`src/rtl/tele_word_serializer_pkg.sv`:
```
// tele_word_serializer_pkg: shared FSM states, line level and frame length helper.
package tele_word_serializer_pkg;

    typedef enum logic [2:0] {IDLE, WAIT, START, DATA, PAR, STOP} state_t;

    localparam logic LINE_IDLE = 1'b1;

    function automatic int frame_bits(input int width, input int parity_en);
        return 2 + width + parity_en;
    endfunction

endpackage

```
`src/rtl/tele_word_serializer_bit_tick_det.sv`:
```
// tele_word_serializer_bit_tick_det: registered rising-edge detector turning the divided bit clock into a one-cycle tick.
module tele_word_serializer_bit_tick_det (
    input  logic clkIN,
    input  logic rstN,
    input  logic bitClkIN,
    output logic tickOUT
);

    logic bit_clk_q, bit_clk_d;

    always_comb bit_clk_d = bitClkIN;

    always_ff @(posedge clkIN) bit_clk_q <= rstN ? bit_clk_d : 1'b0;

    assign tickOUT = bitClkIN & ~bit_clk_q;

endmodule

```
`src/rtl/tele_word_serializer.sv`:
```
// tele_word_serializer: frames parallel words into start/data MSB-first/optional even parity/stop bits at the bit-tick rate.
module tele_word_serializer #(
    parameter int WIDTH     = 12,
    parameter bit PARITY_EN = 1'b1
) (
    input  logic             clkIN,
    input  logic             rstN,
    input  logic             bitClkIN,
    input  logic [WIDTH-1:0] dataIN,
    input  logic             validIN,
    output logic             readyOUT,
    output logic             serOUT,
    output logic             busyOUT,
    output logic             doneOUT
);

    import tele_word_serializer_pkg::*;

    localparam int CW = $clog2(WIDTH);

    state_t           state_q, state_d;
    logic             ser_q, ser_d;
    logic [WIDTH-1:0] shift_q, shift_d;
    logic [CW-1:0]    cnt_q, cnt_d;
    logic             par_q, par_d;
    logic             tick;

    tele_word_serializer_bit_tick_det u_bit_tick_det (
        .clkIN   (clkIN),
        .rstN    (rstN),
        .bitClkIN(bitClkIN),
        .tickOUT (tick)
    );

    always_ff @(posedge clkIN) begin
        if (!rstN) begin
            state_q <= IDLE;
            ser_q   <= LINE_IDLE;
            shift_q <= '0;
            cnt_q   <= '0;
            par_q   <= 1'b0;
        end else begin
            state_q <= state_d;
            ser_q   <= ser_d;
            shift_q <= shift_d;
            cnt_q   <= cnt_d;
            par_q   <= par_d;
        end
    end

    always_comb begin
        state_d = state_q;
        ser_d   = ser_q;
        shift_d = shift_q;
        cnt_d   = cnt_q;
        par_d   = par_q;
        case (state_q)
            IDLE: begin
                ser_d = LINE_IDLE;
                if (validIN) begin
                    shift_d = dataIN;
                    par_d   = ^dataIN;
                    state_d = WAIT;
                end
            end
            WAIT: if (tick) begin
                state_d = START;
                ser_d   = 1'b0;
            end
            START: if (tick) begin
                state_d = DATA;
                ser_d   = shift_q[WIDTH-1];
                shift_d = {shift_q[WIDTH-2:0], 1'b0};
                cnt_d   = CW'(WIDTH - 1);
            end
            DATA: if (tick) begin
                if (cnt_q != '0) begin
                    ser_d   = shift_q[WIDTH-1];
                    shift_d = {shift_q[WIDTH-2:0], 1'b0};
                    cnt_d   = cnt_q - 1'b1;
                end else begin
                    state_d = PARITY_EN ? PAR : STOP;
                    ser_d   = PARITY_EN ? par_q : LINE_IDLE;
                end
            end
            PAR: if (tick) begin
                state_d = STOP;
                ser_d   = LINE_IDLE;
            end
            STOP: if (tick) state_d = IDLE;
            default: state_d = IDLE;
        endcase
    end

    always_comb begin
        readyOUT = state_q == IDLE;
        busyOUT  = state_q != IDLE;
        doneOUT  = (state_q == STOP) && tick;
        serOUT   = ser_q;
    end

endmodule

```
`config.mk`:
```
export PLATFORM = sky130hd
export DESIGN_NAME = tele_word_serializer
export DESIGN_NICKNAME = d
export VERILOG_FILES = /design/src/rtl/tele_word_serializer_pkg.sv /design/src/rtl/tele_word_serializer_bit_tick_det.sv /design/src/rtl/tele_word_serializer.sv
export SDC_FILE = /design/constraint.sdc
export NUM_CORES = 1
export LEC_CHECK = 0
export CAP_MARGIN = 20
export CORE_MARGIN = 5
export CORE_UTILIZATION = 25
export CTS_CLUSTER_DIAMETER = 50
export DETAILED_ROUTE_END_ITERATION = 12
export SYNTH_ARGS = -nofsm -noshare
export SYNTH_HDL_FRONTEND = slang
export SYNTH_SLANG_ARGS = --single-unit
```
`constraint.sdc`:
```
create_clock -name clkIN -period 1.7 [get_ports clkIN]
set_input_delay 0.34 -clock clkIN [delete_from_list [all_inputs] [get_ports clkIN]]
set_output_delay 0.34 -clock clkIN [all_outputs]
set_load 0.02 [all_outputs]
```
==> results.py <==
metrics = {
    "clock_tree": {
        "tritoncts": "built",
        "cts_root_buffer": "clkbuf_8",
        "cts_num_sinks": 22,
        "clk_pin_slew_ps": 90,
        "cts_buffers": 3,
        "holdBufCountCts": 0,
        "clk_latency_ps": 270,
        "htree_num_levels": 1,
        "cts_setup_buffers": 0,
        "clk_path_buf_depth": 2,
    },
    "yosys": {
        "synth_edf_count": 0,
        "async_flop_share_pct": 0,
        "ys_ff_latch": 22,
        "synth_largest_area_cell": "dfxtp_1",
        "yosysWarningCount": 0,
        "yosysSeqAreaShare_pct": 33.72,
        "synth_common_cells": "22 x dfxtp_1, 17 x a21oi_1, 11 x mux2i_1",
        "syn_area_per_cell_um2": 9.535,
        "synthTopCellsByArea": "dfxtp_1 34%, a211oi_2 9.6%, mux2i_1 8.4%",
        "ys.flop_type": "dfxtp_1",
        "syn_nets": 155,
        "yosysMostFrequentCell": "dfxtp_1",
        "synth_top_area_share_pct": 33.72,
        "synth_cells": 137,
        "synthDistinctLibCells": 44,
        "synth_area_um2": 1306,
    },
    "hold_path": {
        "hp-class": "input pin to flip-flop",
        "min_path_cells": 3,
        "min_from": "bitClkIN",
        "whs_endpoint": "u_bit_tick_det.bit_clk_q$_SDFF_PN0_",
    },
    "grt": {
        "grt_max_degree": 18,
        "grt_usage_pct": 9.812,
        "antenna_found_initial": 0,
        "grt_pass1_wl_um": 5119,
        "grt_overflow": 0,
        "grt_pass1_vias": 1072,
    },
    "worst_setup_path": {
        "path_cells": "inv_1 -> ha_2 -> nand4bb_4 -> a32o_2 -> buf_4 -> a21oi_1 -> a211oi_2",
        "end_kind": "flip-flop",
        "rr_worst_depth": 7,
        "r2r-end": "shift_q[2]$_SDFFE_PN0P_",
        "slowest_delay_ps": 340,
        "crit_fanout": 7,
        "regToRegStartpoint": "cnt_q[1]$_SDFFE_PN0P_",
        "slowest_stage": "dfxtp_1",
        "crit_type": "flip-flop to flip-flop",
        "critical_path_arrival_ps": 1780,
        "setup.worst_path.start_class": "flip-flop",
        "ff2ff_setup_slack_ps": 90,
        "crit_required_ps": 1860,
    },
    "die": {
        "die_area_um2": 6771,
        "fp.dieH_um": 82.29,
        "start_util_pct": 25.58,
        "core_um2": 5107,
        "chipWidth_um": 82.29,
        "fp-row-count": 26,
        "num_io_pins": 20,
    },
    "power": {
        "power_leakage_nw": 0.6248,
        "power_density_nw_per_um2": 845.8,
        "p_total_mw": 1.502,
        "irDropWorstVdd_mv": 0.2915,
    },
    "sta": {
        "hold_viol_final": 0,
        "slew_violations": 0,
        "tightest_slew_ps": 279.2,
        "setup_tns_ps": 0,
        "relSlewSlack_pct": 81.24,
        "min_period_ps": 1613,
        "timing.hold.ws_ps": 473.5,
        "finalClockSkew_ps": 8.109,
        "period_share_pct": 94.90,
        "max_freq_mhz": 619.9,
        "setup_viol": 0,
    },
    "route": {
        "drtIter0Drc": 72,
        "drc_errors": 0,
        "firstDrtPassIters": 4,
        "detail_route.vias_per_cell": 4.768,
        "num_vias": 1149,
        "ant_nets": 0,
        "routed_wl_um": 3152,
        "wl_per_cell_um": 13.08,
    },
    "final_layout": {
        "drive_above_1_share_pct": 25.73,
        "seq_area_um2": 440.4,
        "multiInputGateArea_um2": 815.8,
        "num_antenna_cells": 0,
        "synthToLayoutAreaGrowth_pct": 35.92,
        "nets": 190,
        "fillers": 543,
    },
    "placement": {
        "place_hpwl_um": 2309,
        "port_buffers": 19,
        "gp_congestion": 0.7657,
    },
    "job": {
        "cap_violations": 0,
    },
    "run_status": {
        "status": "completed",
    },
}
==> cells in the final DEF, fill, tap and decap left out, types with 2 or more instances in the layout <==
cell,synthesis,routed
and2_1,2,2
nor3_2,0,2
nand2_1,3,3
nand3_1,2,2
nand3b_1,2,2
nand2b_1,2,2
o21ai_0,6,6
inv_1,7,7
buf_4,0,19
dfxtp_1,22,22
o21ai_1,3,3
a21oi_1,17,17
clkbuf_8,0,3
mux2i_1,11,11
nor2_1,4,4
a211oi_1,2,2
a211oi_2,10,10
dlygate4sd2_1,0,2
xnor2_1,8,8
clkdlybuf4s50_1,0,15
==> power by group <==
group          leakage [nW]  switching, mW  internal [mW]
clock network        0.0357          0.186          0.315
logic                 0.408          0.194          0.216
registers             0.181         0.0277          0.563
==> final cells by class <==
type / count / share of cell area (%)
multi-input combinational: 100 / 45.95
sequential: 22 / 24.81
timing repair buffer: 38 / 18.82
tap: 70 / 4.933
clock buffer: 3 / 2.326
clock inverter: 1 / 1.691
inverter: 7 / 1.480
==> cell families after synthesis <==
logic type / Yosys count / share of synthesized area [%]
and+or+nand+nor: 29 / 15.80
xor gates and xnor gates: 10 / 7.759
adders and majority gates: 3 / 2.682
DFF: 22 / 33.72
muxes: 11 / 8.429
AOI/OAI and AO/OA: 47 / 26.34
buffers and inverters: 15 / 5.269
==> timing repair <==
item / 4_1_cts / 5_1_grt
setup endpoints to repair: 3 / 8
gates resized for setup: 7 / 6
pin swaps: 0 / 1
==> how the worst max path moves through the flow <==
stage	start	end	cells past startpoint
6_report	cnt_q[1]$_SDFFE_PN0P_	shift_q[2]$_SDFFE_PN0P_	7
4_1_cts	bitClkIN	shift_q[2]$_SDFFE_PN0P_	7
5_1_grt	cnt_q[1]$_SDFFE_PN0P_	shift_q[4]$_SDFFE_PN0P_	6
3_5_place_dp	bitClkIN	doneOUT	4
3_3_place_gp	bitClkIN	doneOUT	4
2_1_floorplan	state_q[2]$_SDFFE_PN0P_	busyOUT	3
==> per-layer routing <==
| metal | global-route usage, % | wire, um | share of wire, % | vias up |
|---|---|---|---|---|
| li1 | - | - | - | 574 |
| met1 | 13.35 | 1552 | 49 | 556 |
| met2 | 15.46 | 1453 | 46 | 14 |
| met3 | 1.410 | 86 | 2.7 | 5 |
| met4 | 3.987 | 59 | 1.9 | 0 |
| met5 | 0 | 0 | 0 | - |
==> registers in the layout, summed over array words and instances, names as in the netlist <==
name and flops:
state_q 3, u_bit_tick_det.bit_clk_q 1, cnt_q 4, serOUT 1, shift_q 12, par_q 1
==> worst max-delay path: cells and delay by family (launching register included) <==
family	cells	cell delay (ps)
and+or+nand+nor	1	130
adders and majority gates	1	220
buffers and inverters	2	260
DFF	1	340
AOI/OAI and AO/OA	3	570
==> metrics by stage <==
step / setup slack, ps / utilization [%] / instance area, um2 / instances
2_1_floorplan: 70.93 / - / 1311 / 137
3_3_place_gp: -410.0 / 33.07 / 1689 / 237
3_5_place_dp: -397.1 / 33.07 / 1689 / 237
4_1_cts: 27.65 / 34.42 / 1758 / 241
5_1_grt: -3.177 / 34.76 / 1775 / 241
6_report: 86.75 / 34.76 / 1775 / 241
(Power assumes the default switching activity.)
